===== src/rtl/symbol_round_sequencer.sv =====
// Symbol round sequencer: feeds LFSR-chosen indices to the registered symbol lookup,
// times each symbol's dwell and blank intervals, counts target hits and judges the guess.
module symbol_round_sequencer #(
    parameter int unsigned NUM_SYMS = 16,
    parameter int unsigned CNT_W    = 5,
    parameter int unsigned DWELL    = 50000000,
    parameter int unsigned GAP      = 12500000,
    parameter int unsigned TMR_W    = 26,
    parameter logic [15:0] SEED     = 16'hACE1
) (
    input  logic             ClkSymGen,
    input  logic             nRst,
    input  logic             start,
    input  logic             abort,
    input  logic [3:0]       targetIdx,
    input  logic             guessValid,
    input  logic [CNT_W-1:0] guess,
    output logic [3:0]       randomNum,
    output logic             symValid,
    output logic             busy,
    output logic             done,
    output logic             correct,
    output logic [CNT_W-1:0] targetCount
);

    typedef enum logic [2:0] {
        ST_IDLE   = 3'd0,
        ST_LOAD   = 3'd1,
        ST_SHOW   = 3'd2,
        ST_GAP    = 3'd3,
        ST_ANSWER = 3'd4,
        ST_RESULT = 3'd5
    } state_t;

    localparam logic [TMR_W-1:0] TMR_DWELL    = TMR_W'(DWELL);
    localparam logic [TMR_W-1:0] TMR_GAP_LAST = TMR_W'(GAP - 1);
    localparam logic [TMR_W-1:0] TMR_ZERO     = {TMR_W{1'b0}};
    localparam logic [TMR_W-1:0] TMR_ONE      = TMR_W'(1);
    localparam logic [CNT_W-1:0] CNT_ZERO     = {CNT_W{1'b0}};
    localparam logic [CNT_W-1:0] CNT_ONE      = CNT_W'(1);
    localparam logic [CNT_W-1:0] CNT_LAST     = CNT_W'(NUM_SYMS);

    // Count register must never wrap, and both intervals must fit the timer.
    if ((NUM_SYMS < 1) || (64'(NUM_SYMS) >= (64'd1 << CNT_W)) ||
        (DWELL < 1) || (GAP < 1) || (64'(DWELL) >= (64'd1 << TMR_W)) ||
        (64'(GAP) > (64'd1 << TMR_W)) || (SEED == 16'h0000)) begin : g_param_check
        $error("symbol_round_sequencer: illegal parameter combination");
    end

    // Fibonacci LFSR, taps 16,14,13,11, shifting toward bit 0.
    function automatic logic [15:0] lfsr_step(input logic [15:0] v);
        lfsr_step = {v[0] ^ v[2] ^ v[3] ^ v[5], v[15:1]};
    endfunction

    state_t           state_r;
    state_t           state_nxt_s;
    logic [15:0]      lfsr_r;
    logic [15:0]      lfsr_nxt_s;
    logic [TMR_W-1:0] timer_r;
    logic [TMR_W-1:0] timer_nxt_s;
    logic [CNT_W-1:0] sym_idx_r;
    logic [CNT_W-1:0] sym_idx_nxt_s;
    logic [3:0]       target_r;
    logic [3:0]       target_nxt_s;
    logic [CNT_W-1:0] count_r;
    logic [CNT_W-1:0] count_nxt_s;
    logic [3:0]       rnum_r;
    logic [3:0]       rnum_nxt_s;
    logic             sym_valid_r;
    logic             sym_valid_nxt_s;
    logic             busy_r;
    logic             busy_nxt_s;
    logic             done_r;
    logic             done_nxt_s;
    logic             correct_r;
    logic             correct_nxt_s;

    // Next-state and next-datapath decode; abort overrides every state, start included.
    always_comb begin
        state_nxt_s   = state_r;
        lfsr_nxt_s    = lfsr_r;
        timer_nxt_s   = timer_r;
        sym_idx_nxt_s = sym_idx_r;
        target_nxt_s  = target_r;
        count_nxt_s   = count_r;
        rnum_nxt_s    = rnum_r;
        correct_nxt_s = correct_r;
        if (abort) begin
            state_nxt_s   = ST_IDLE;
            correct_nxt_s = 1'b0;
        end else begin
            case (state_r)
                ST_IDLE: begin
                    if (start) begin
                        state_nxt_s   = ST_LOAD;
                        target_nxt_s  = targetIdx;
                        count_nxt_s   = CNT_ZERO;
                        sym_idx_nxt_s = CNT_ZERO;
                        correct_nxt_s = 1'b0;
                    end else begin
                        state_nxt_s = ST_IDLE;
                    end
                end
                ST_LOAD: begin
                    rnum_nxt_s  = lfsr_r[3:0];
                    lfsr_nxt_s  = lfsr_step(lfsr_r);
                    timer_nxt_s = TMR_DWELL;
                    state_nxt_s = ST_SHOW;
                    if (lfsr_r[3:0] == target_r) begin
                        count_nxt_s = count_r + CNT_ONE;
                    end else begin
                        count_nxt_s = count_r;
                    end
                end
                ST_SHOW: begin
                    if (timer_r == TMR_ZERO) begin
                        state_nxt_s   = ST_GAP;
                        timer_nxt_s   = TMR_GAP_LAST;
                        sym_idx_nxt_s = sym_idx_r + CNT_ONE;
                    end else begin
                        timer_nxt_s = timer_r - TMR_ONE;
                    end
                end
                ST_GAP: begin
                    if (timer_r != TMR_ZERO) begin
                        timer_nxt_s = timer_r - TMR_ONE;
                    end else if (sym_idx_r == CNT_LAST) begin
                        state_nxt_s = ST_ANSWER;
                    end else begin
                        state_nxt_s = ST_LOAD;
                    end
                end
                ST_ANSWER: begin
                    if (guessValid) begin
                        correct_nxt_s = (guess == count_r);
                        state_nxt_s   = ST_RESULT;
                    end else begin
                        state_nxt_s = ST_ANSWER;
                    end
                end
                ST_RESULT: begin
                    state_nxt_s = ST_IDLE;
                end
                default: begin
                    state_nxt_s = ST_IDLE;
                end
            endcase
        end
        // First SHOW cycle stays blank to cover the lookup's one-cycle latency.
        sym_valid_nxt_s = (!abort) && (state_r == ST_SHOW) && (timer_r != TMR_ZERO);
        busy_nxt_s      = (state_nxt_s != ST_IDLE);
        done_nxt_s      = (state_nxt_s == ST_RESULT);
    end

    // State register.
    always_ff @(posedge ClkSymGen or negedge nRst) begin
        if (!nRst) begin
            state_r <= ST_IDLE;
        end else begin
            state_r <= state_nxt_s;
        end
    end

    // Datapath and registered outputs.
    always_ff @(posedge ClkSymGen or negedge nRst) begin
        if (!nRst) begin
            lfsr_r      <= SEED;
            timer_r     <= TMR_ZERO;
            sym_idx_r   <= CNT_ZERO;
            target_r    <= 4'h0;
            count_r     <= CNT_ZERO;
            rnum_r      <= 4'h0;
            sym_valid_r <= 1'b0;
            busy_r      <= 1'b0;
            done_r      <= 1'b0;
            correct_r   <= 1'b0;
        end else begin
            lfsr_r      <= lfsr_nxt_s;
            timer_r     <= timer_nxt_s;
            sym_idx_r   <= sym_idx_nxt_s;
            target_r    <= target_nxt_s;
            count_r     <= count_nxt_s;
            rnum_r      <= rnum_nxt_s;
            sym_valid_r <= sym_valid_nxt_s;
            busy_r      <= busy_nxt_s;
            done_r      <= done_nxt_s;
            correct_r   <= correct_nxt_s;
        end
    end

    assign randomNum   = rnum_r;
    assign symValid    = sym_valid_r;
    assign busy        = busy_r;
    assign done        = done_r;
    assign correct     = correct_r;
    assign targetCount = count_r;

endmodule


===== config.mk =====
export PLATFORM = sky130hd
export DESIGN_NAME = symbol_round_sequencer
export DESIGN_NICKNAME = d
export VERILOG_FILES = /design/src/rtl/symbol_round_sequencer.sv
export SDC_FILE = /design/constraint.sdc
export NUM_CORES = 1
export LEC_CHECK = 0
export ABC_AREA = 1
export BUFFER_PORTS_ARGS = -buffer_cell sky130_fd_sc_hd__buf_2
export CAP_MARGIN = 30
export CORE_ASPECT_RATIO = 1.4
export CORE_MARGIN = 4
export CORE_UTILIZATION = 40
export DETAILED_ROUTE_END_ITERATION = 8
export MAX_ROUTING_LAYER = met4
export PLACE_DENSITY = 0.59
export SLEW_MARGIN = 0
export SYNTH_ARGS = -nofsm -noshare
export SYNTH_HDL_FRONTEND = slang
export SYNTH_SLANG_ARGS = --single-unit

===== constraint.sdc =====
create_clock -name ClkSymGen -period 2.7 [get_ports ClkSymGen]
set_clock_uncertainty 0.2 [all_clocks]
set_input_delay 0 -clock ClkSymGen [delete_from_list [all_inputs] [get_ports ClkSymGen]]
set_output_delay 0 -clock ClkSymGen [all_outputs]
set_load 0.01 [all_outputs]

After elaboration in Yosys (flattened, before gate mapping)

Cells that the tools add are included.
W data, S select, Z words.

RAM bits: 0
Bits in latches: 0
Bits in registers: 67
Memory bits (read-only): 0
Memories: 0
Input port bits: 14

Div/mod/pow operators: 0
Add/sub/neg operators: 3
Reduce and logical (&&, ||, !) cells: 17
Order comparisons: 0
Multiplexer cells: 19
Equal/unequal tests: 14
Bitwise operators: 4
Shift operators: 0
Multiply operators: 0

Operators by type and width:

| operator                | number |
|---|---|
| $pmux W26 S3            | 1 |
| $mux W26                | 2 |
| $logic_not A26 Y1       | 1 |
| $reduce_bool A26 Y1     | 1 |
| $sub A26 B1 Y26 const B | 1 |
| $pmux W5 S2             | 2 |
| $mux W5                 | 3 |
| $pmux W3 S5             | 1 |
| $mux W3                 | 4 |
| $add A5 B1 Y5 const B   | 2 |
| $reduce_and A3 Y1       | 3 |
| $reduce_bool A3 Y1      | 3 |
| $ne A2 B2 Y1 const B    | 4 |
| $reduce_and A4 Y1       | 2 |
| $eq A3 B2 Y1 const B    | 2 |
| $eq A3 B3 Y1 const B    | 2 |
| $ne A3 B3 Y1 const B    | 2 |
| $eq A5 B5 Y1            | 1 |
| $eq A5 B5 Y1 const B    | 1 |
| $mux W1                 | 5 |
| $eq A4 B4 Y1            | 1 |
| $reduce_bool A2 Y1      | 2 |
| $eq A3 B1 Y1 const B    | 1 |
| $logic_not A3 Y1        | 1 |
| 6 further kinds         | 9 |

Depth between registers and ports, before layout

Gate-level depths: netlist (run 1).

Depth in word-level cells: 6
Gate-level depth with buffers: 12

Worst setup path before layout (run 1)

No wires, ideal clock.

Kind: reg-to-reg
From: reg timer_r[0]
To: reg timer_r[14]
Required time: 2.370 ns
Slack: 0.733 ns
Stages on the path, launching flop included: 13
Library setup time: 0.130 ns
Arrival time: 1.638 ns
Path through: dfrtp_1 inv_1 ha_1 nand2_2 nor2_4 nand2_2 nor2_4 nand2_4 nand3_4 buf_4 nand2_1 inv_1 a21oi_1

Word-level cells in the longest chain between the ends: 3
Elaborated cells between the ends (all ways): 8

Ends and longest elaborated chain:

| what                                              | RTL line | RTL |
|---|---|---|
| start: declaration                                | 59       | `logic [TMR_W-1:0] timer_r;` |
| start signal: assignment                          | 179      | `timer_r <= timer_nxt_s;` |
| $sub A26 B1 Y26 (tied with other cells)           | 121, 126 |  |
| $mux W26 (tied with other cells)                  | 125      | `if (timer_r != TMR_ZERO) begin` |
| $pmux W26 S3 or $reduce_and A3 Y1 (tied branches) | --       |  |

Parallel ways exist; a longest one is shown, timed or not. The select of a mux whose other input is x is not followed.
A chain may end at the register's enable or synchronous reset.

Final worst setup path (run 1)

From: reg timer_r[0]
To: reg timer_r[23]

Same word-level chain as after synthesis.

==> results of run 1 <==
area by class of cell:
type / count / area (um2) / share of cell area (%)
timing repair buffer: 43 / 290 / 6.38
sequential: 65 / 1640 / 36.0
clock buffer: 11 / 253 / 5.56
clock inverter: 5 / 62.6 / 1.38
multi-input combinational: 398 / 1920 / 42.3
tap: 110 / 138 / 3.03
inverter: 64 / 243 / 5.34
routing by layer:
| layer | vias to the layer above | global-route usage (%) | wire, um |
|---|---|---|---|
| met1 | 1604 | 21.6 | 4120 |
| met2 | 52 | 30.3 | 4620 |
| li1 | 1773 | - | - |
| met4 | 0 | 8.08 | 244 |
| met3 | 18 | 2.90 | 287 |
| met5 | - | - | 0 |
layout by cell type (no fill, tap or decap), types with 8 or more instances in the layout:
| cell type | synthesis | layout |
|---|---|---|
| nand2_1 | 193 | 193 |
| dfrtp_1 | 57 | 57 |
| inv_1 | 55 | 55 |
| nor2_1 | 50 | 50 |
| nand3_1 | 35 | 35 |
| buf_2 | 1 | 26 |
| o21ai_0 | 24 | 24 |
| a21oi_1 | 15 | 15 |
| nand4_1 | 13 | 13 |
| dlygate4sd3_1 | 0 | 13 |
| xor2_1 | 11 | 11 |
| xnor2_1 | 10 | 10 |
| clkbuf_16 | 0 | 9 |
| dfstp_2 | 8 | 8 |
power breakdown:
part           internal (mW)  total [mW]  switching (mW)
sequential              1.14        1.27           0.128
combinational          0.281       0.799           0.518
clock                  0.769        1.21           0.437
cells by family after synthesis:
| logic type | share of synthesized area [%] |
|---|---|
| fa+ha+maj | 1.30 |
| xor+xnor | 4.76 |
| flops | 42.4 |
| compound gates | 6.84 |
| mux | 0.583 |
| buf+inv | 7.78 |
| simple gates | 36.4 |
flip-flops by register name, summed over array words and instances, names as in the netlist:
name,flops
lfsr_r,16
sym_idx_r,5
target_r,4
symValid,1
targetCount,5
done,1
correct,1
timer_r,26
busy,1
randomNum,2
state_r,3
worst max-delay path: cells and delay by family (launching register included):
family	cells	cell delay (ns)
DFF	1	0.38
adders and majority gates	1	0.22
and+or+nand+nor	8	1.27
buffers and inverters	2	0.27
repair_timing:
item	CTS	global route
endpoints found under the hold margin	78	0
resized for setup	0	0
hold buffers	13	0
path summary, 6_finish.rpt:
path	to	from	slack [ns]
setup / recovery	timer_r[23]	timer_r[0]	0.24
hold / removal	correct	guessValid	0.05
setup reg to reg	timer_r[23]	timer_r[0]	0.24
hold reg to reg	lfsr_r[13]	lfsr_r[13]	0.26
max in group asynchronous	sym_idx_r[1]	nRst	1.55
min in group asynchronous	lfsr_r[12]	nRst	0.18
==> results.ini, run 1 <==
[final_layout]
final_nets = 599
finalNonFillerCells = 696
n_antenna_cell = 0
fin_area_um2 = 4550
fin_util_pct = 48.1
final_layout_size_suffix_gt1_share_pct = 15.7
nFillCells = 923
area.growth.synth_to_final_pct = 17.8

[clocking]
clk_pin_slew_ns = 0.06
cts_tree = yes
clock_latency_ns = 0.33
cts_made_buffers = 9
post_cts_buffers = 0
clock_path_buffers = 2
htreeDepth = 3
numClockSinks = 65
clockRootBuffer = clkbuf_16

[global_route]
track_usage_pct = 18.2
grt_pass1_wl_um = 16400
antenna_found_initial = 0
grt_pass1_vias = 3443
grt_max_degree = 66
overflow = 0

[route]
first_iter_violations = 216
via_per_inst = 4.95
wl_per_cell_um = 13.3
postRouteWirelength_um = 9270
vias = 3447
drtPass1Iterations = 4
drc = 0
ant_nets = 0

[logic_synthesis]
ys_warn_count = 0
synth_top_area_share_pct = 36.9
synth-async-reset-ratio_pct = 100
synth_most_common_cell = nand2_1
synth_cell_types = 32
synthTopCellsByCount = nand2_1, dfrtp_1, inv_1
synth_flop_cell = dfrtp_1
avgSynthCellArea_um2 = 7.20
synth-seq-area-share_pct = 42.4
syn_inst = 536
synth-edff-count = 0
syn_nets = 554
synthTopCellsByArea = dfrtp_1, nand2_1, dfstp_2
syn-cell-area_um2 = 3860
yosys.area.top_type = dfrtp_1
ys_ff_latch = 65

[setup_path]
cpPeakStageDelay_ns = 0.38
crit_path_max_fanout = 22
cp_slowest_cell = dfrtp_1
r2r_cells = 11
crit_type = reg -> reg
cp_data_arrival_time_ns = 2.47
cp.required_ns = 2.71
crit_path_end_kind = flop
cp_cell_sequence = inv_1 > ha_1 > nand2_2 > nor2_4 > nand2_2 > nor2_4 > nand2_4 > nand3_4 > inv_4 > nand2_1 > nand3_1
cp-start-kind = flop

[outcome]
status = finished clean

[sta]
setup_slack_ns = 0.238
final.setup.tns_ns = 0
whs_ns = 0.0499
max_slew_margin_pct = 43.8
hold_viol = 0
tightest_slew_ns = 0.843
post-route-min-period_ns = 2.46
max_freq_mhz = 406
finalMaxSlewViolations = 0
finalSetupViolCount = 0
rsz0062_at_grt = false
finalCritPeriodShare_pct = 91.2

[placed_design]
gp_congestion = 0.866
dp_cells = 667
place_ws_ns = 0.241
dp.final_hpwl_um = 6600
io_buffers = 26
post_dp_cell_area_um2 = 4100

[power]
ir_drop_mv = 0.444
leakage_nw = 2.33
p_per_area_nw_per_um2 = 721
p_total_mw = 3.28

[flow_run]
cap_violations = 0

[floorplanning]
rows = 42
pin_count = 27
die_w_um = 91.0
die_h_um = 124
core-area_um2 = 9460
initial_utilization_pct = 40.8
dieArea_um2 = 11300

[worst_hold_path]
hold_depth = 6
hold_class = in -> reg

Power figures use the tool's default switching activity.
==> run 2, diff against run 1 <==
--- a/config.mk
+++ b/config.mk
@@ -12,7 +12,7 @@
 export CORE_MARGIN = 4
 export CORE_UTILIZATION = 40
 export DETAILED_ROUTE_END_ITERATION = 8
-export MAX_ROUTING_LAYER = met4
+export HOLD_SLACK_MARGIN = 0.15
 export PLACE_DENSITY = 0.59
 export SLEW_MARGIN = 0
 export SYNTH_ARGS = -nofsm -noshare
==> run 2 against run 1 <==
  * Utilization rose by 0.21 points
  * Die area did not move
  * Register-to-register slack barely moved
  * Total power barely moved
  * Critical endpoint is now timer_r[17]
  * Wire length rose by 0.52%
  * Global-route usage fell by 0.43 points
  * Non-clock buffer count rose by 2
  * Combinational power barely moved
  * Count of clock-buffer cells in the layout did not move
==> results.ini, run 2 (same netlist as run 1, synthesis figures left out) <==
[sta]
setup_slack_ns = 0.231
finalCritPeriodShare_pct = 91.5
rsz0062_at_grt = false
post-route-min-period_ns = 2.47
tightest_slew_ns = 0.845
finalMaxSlewViolations = 0
final.setup.tns_ns = 0
finalSetupViolCount = 0
hold_viol = 0
max_slew_margin_pct = 43.6
max_freq_mhz = 405

[final_layout]
final_common_cell = nand2_1
final_nets = 601
final_layout_size_suffix_gt1_share_pct = 15.6
nFillCells = 922
finalNonFillerCells = 698
final_cell_mix = nand2_1, dfrtp_1, inv_1, nor2_1, nand3_1
largest_register_ff_count = 26
fin_util_pct = 48.3
n_antenna_cell = 0
register_area_um2 = 1640
top_register = timer_r
multi_input_area_um2 = 1920
reg.largest.list = timer_r: 26 flops, lfsr_r: 16 flops
area.growth.synth_to_final_pct = 18.3

[clocking]
clk_pin_slew_ns = 0.06
htreeDepth = 3
cts_tree = yes
clock_path_buffers = 2
ctsResizeCount = 0
cts_made_buffers = 9
clock_latency_ns = 0.33
numClockSinks = 65
clockRootBuffer = clkbuf_16

[route]
drc = 0
vias = 3468
drtPass1Iterations = 5
wl_per_cell_um = 13.4
first_iter_violations = 219
postRouteWirelength_um = 9320
ant_nets = 0
via_per_inst = 4.97

[global_route]
grt_pass1_vias = 3462
grt_pass1_wl_um = 16400
antenna_found_initial = 0
grt_max_degree = 66
track_usage_pct = 17.8
overflow = 0

[floorplanning]
dieArea_um2 = 11300
initial_utilization_pct = 40.8
die_w_um = 91.0
core-area_um2 = 9460
rows = 42
pin_count = 27
die_h_um = 124

[placed_design]
dp.final_hpwl_um = 6600
dp_cells = 667
io_buffers = 26
place_ws_ns = 0.241
gp_congestion = 0.853

[power]
ir_drop_mv = 0.443
power_frac_comb_pct = 24.4
power_frac_seq_pct = 38.8
clkPwrFrac_pct = 36.7
p_per_area_nw_per_um2 = 717
internal_power_mw = 2.20
p_total_mw = 3.28
leakage_nw = 2.34
switching_share_pct = 33.0
switchingPower_mw = 1.08

[setup_path]
crit_type = reg -> reg
cp.required_ns = 2.71
path_buf_inv = 2
crit_path_end_kind = flop
cp_data_arrival_time_ns = 2.48
crit_path_max_fanout = 22
cp_cell_sequence = inv_1 > ha_1 > nand2_2 > nor2_4 > nand2_2 > nor2_4 > nand2_4 > nand3_4 > inv_4 > nand2_1 > nand3_1
r2r-end = timer_r[17]
cp-start-kind = flop
cp_top_family = simple AND/OR/NAND/NOR gates
cp_slowest_cell = dfrtp_1
r2r_setup_slack_ns = 0.23
r2r-start = timer_r[0]
cpPeakStageDelay_ns = 0.38
r2r_cells = 11

[flow_run]
cap_violations = 0

[outcome]
status = finished clean

[worst_hold_path]
hold_class = in -> async

[run 2: changes by cell type in the layout (fill, tap and decap cells not counted)]
cell / delta
dlygate4sd3_1: +2
[run 2: tightest hold or removal path, delay by kind of cell]
| kind | cells | cell delay (ns) |
|---|---|---|
| buffers and inverters | 3 | 1.27 |
[run 2: final cells by class]
class                           instances  area share [%]
Clock inverter                          5            1.37
Multi-Input combinational cell        398            42.1
Timing Repair Buffer                   45            6.79
Inverter                               64            5.32
Clock buffer                           11            5.53
Sequential cell                        65            35.8
Tap cell                              110            3.01
[run 2: how the worst max path moves through the flow]
stage                               from          end  slack (ns)  cells after the start
final                         timer_r[0]  timer_r[17]        0.23                     11
after global routing          timer_r[0]  timer_r[17]        0.03                     11
after CTS                 targetCount[0]      correct        0.23                      8
after detailed placement      timer_r[0]  timer_r[23]        0.24                     11
after global placement        timer_r[0]  timer_r[21]        0.34                     11
after floorplan               timer_r[0]  timer_r[14]        0.73                     12
[run 2: repair_timing]
action                                 4_1_cts  5_1_grt
hold buffers                                15        0
endpoints found under the hold margin      107        0
setup buffers                                0        0
[run 2: power groups by stage]
stage / registers (mW) / clock network, mW / logic, mW
2_1_floorplan: 1.26 / 0 / 0.589
3_3_place_gp: 1.28 / 0 / 0.772
3_5_place_dp: 1.29 / 0 / 0.781
4_1_cts: 1.27 / 1.24 / 0.810
5_1_grt: 1.29 / 1.28 / 0.925
6_report: 1.27 / 1.20 / 0.801
[run 2: stage by stage]
step                      cell area (um2)  hold WS, ns
after floorplan                      3860       -0.496
after global placement               4100       0.0405
after detailed placement             4100       0.0432
after CTS                            4570        0.220
after global routing                 4570        0.282
final                                4570        0.198
[run 2: routing by layer]
metal	share of wire, %	GRT usage, %	vias to the layer above
met2	50	30.4	50
met1	45	21.7	1625
met4	2.3	8.08	0
met5	0	0	-
li1	-	-	1778
met3	2.7	2.90	15
==> run 3, diff against run 2 <==
--- a/config.mk
+++ b/config.mk
@@ -13,7 +13,6 @@
 export CORE_UTILIZATION = 40
 export DETAILED_ROUTE_END_ITERATION = 8
 export HOLD_SLACK_MARGIN = 0.15
-export PLACE_DENSITY = 0.59
 export SLEW_MARGIN = 0
 export SYNTH_ARGS = -nofsm -noshare
 export SYNTH_HDL_FRONTEND = slang
==> constraint.sdc (replaced) <==
create_clock -name ClkSymGen -period 3.1 [get_ports ClkSymGen]
set_clock_uncertainty 0.2 [all_clocks]
set_input_delay 0 -clock ClkSymGen [delete_from_list [all_inputs] [get_ports ClkSymGen]]
set_output_delay 0 -clock ClkSymGen [all_outputs]
set_load 0.01 [all_outputs]
==> run 3 against run 2 <==
  * Count of clock-buffer cells in the layout decreased by 1
  * Total power is 13% lower
  * Utilization grew 0.52 points
  * Clock power is 15% lower
  * Cell area grew 1.1%
  * Worst setup slack improved by 0.069 ns
  * Sequential power decreased by 13%
  * Final cell count grew 0.72%
  * Critical path depth decreased by 3
  * Maximum frequency decreased by 12%
  * Wire length increased by 3.6%
  * Sequential share of layout area shrank 0.38 points
  * Critical path type unchanged
==> results.ini, run 3 (same netlist as run 1, synthesis figures left out) <==
[final_layout]
fin_area_um2 = 4620
top_register = timer_r
nFillCells = 914
final_nets = 606
finalNonFillerCells = 703
final_layout_size_suffix_gt1_share_pct = 15.5
final_common_cell = nand2_1
largest_register_ff_count = 26
reg.largest.list = timer_r: 26 flops, lfsr_r: 16 flops
fin_util_pct = 48.8
area.growth.synth_to_final_pct = 19.5
n_antenna_cell = 0
final_cell_mix = nand2_1, dfrtp_1, inv_1, nor2_1, nand3_1

[placed_design]
gp_congestion = 0.873
post_dp_cell_area_um2 = 4100
dp.final_hpwl_um = 6910
place_ws_ns = 0.661
io_buffers = 26
dp_cells = 667

[sta]
max_slew_margin_pct = 66.6
rsz0062_at_grt = false
post-route-min-period_ns = 2.80
finalMaxSlewViolations = 0
tightest_slew_ns = 0.499
finalCritPeriodShare_pct = 90.3
setup_slack_ns = 0.299
whs_ns = 0.261
finalSetupViolCount = 0
final.setup.tns_ns = 0
max_freq_mhz = 357
hold_viol = 0

[route]
drc = 0
postRouteWirelength_um = 9660
vias = 3568
via_per_inst = 5.08
drtPass1Iterations = 4
ant_nets = 0
wl_per_cell_um = 13.7
first_iter_violations = 212

[clocking]
ctsResizeCount = 0
clk_pin_slew_ns = 0.06
clockRootBuffer = clkbuf_16
cts_made_buffers = 9
numClockSinks = 65
cts_tree = yes
htreeDepth = 3
clock_path_buffers = 2
clock_latency_ns = 0.34

[power]
ir_drop_mv = 0.526
p_total_mw = 2.85
switchingPower_mw = 0.967
switching_share_pct = 34.0
leakage_nw = 2.36
power_frac_seq_pct = 38.9
clkPwrFrac_pct = 35.7
internal_power_mw = 1.88
p_per_area_nw_per_um2 = 617
power_frac_comb_pct = 25.5

[floorplanning]
dieArea_um2 = 11300
initial_utilization_pct = 40.8
core-area_um2 = 9460
die_h_um = 124
rows = 42
die_w_um = 91.0
pin_count = 27

[worst_hold_path]
hold_class = reg -> reg

[setup_path]
cp_data_arrival_time_ns = 2.82
cp-start-kind = flop
crit_path_max_fanout = 6
crit_type = reg -> reg
crit_path_end_kind = flop
cp.required_ns = 3.12

[global_route]
antenna_found_initial = 0
grt_pass1_vias = 3457
grt_pass1_wl_um = 16500
grt_max_degree = 27
track_usage_pct = 18.0
overflow = 0

[flow_run]
cap_violations = 0

[outcome]
status = finished clean

-- run 3: cell count changes in the layout (fill, tap and decap cells not counted) --
cell / delta
dlygate4sd3_1: +4
clkinv_2: +1
clkbuf_8: -2
clkbuf_1: +1
buf_16: +1
-- run 3: worst paths after layout --
kind                            start          end  slack [ns]  depth (start not counted)
max reg2reg                state_r[0]  target_r[0]        0.30                          8
min                        lfsr_r[13]   lfsr_r[13]        0.26                          2
min in group asynchronous        nRst    lfsr_r[0]        0.58                          3
max                        state_r[0]  target_r[0]        0.30                          8
min reg2reg                lfsr_r[13]   lfsr_r[13]        0.26                          2
max in group asynchronous        nRst  timer_r[24]        1.20                          5
-- run 3: timing repair --
action,CTS,global route
hold endpoints to repair,97,0
hold buffers,19,0
setup endpoints to repair,0,0
buffers inserted,0,0
-- run 3: final cells by class --
cell class | count | area [um2] | share of cell area (%)
Clock inverter | 6 | 67.6 | 1.46
Inverter | 64 | 243 | 5.26
Clock buffer | 10 | 229 | 4.96
Multi-Input combinational cell | 398 | 1920 | 41.7
Sequential cell | 65 | 1640 | 35.5
Tap cell | 110 | 138 | 2.98
Timing Repair Buffer | 50 | 378 | 8.19
-- run 3: per-layer routing --
metal	vias up	track usage (%)	part of all wire [%]
met4	0	7.37	2.6
met2	86	31.2	52
met3	19	3.75	3.4
li1	1790	-	-
met1	1673	21.5	42
met5	-	0	0
-- run 3: power by group through the flow --
stage          registers (mW)  clock network [mW]  logic [mW]
6_report                 1.11                1.02       0.725
5_1_grt                  1.13                1.07       0.830
4_1_cts                  1.11                1.04       0.724
3_5_place_dp             1.12                   0       0.687
3_3_place_gp             1.12                   0       0.674
2_1_floorplan            1.10                   0       0.513
-- run 3: critical path, stage by stage, from the launching register on --
cell	delay [ns]
dfrtp_1	0.47
nor2_1	0.20
inv_1	0.08
nor2_1	0.17
nand3_1	0.24
nor2_1	0.17
dlygate4sd3_1	0.57
a21oi_1	0.04
dlygate4sd3_1	0.56
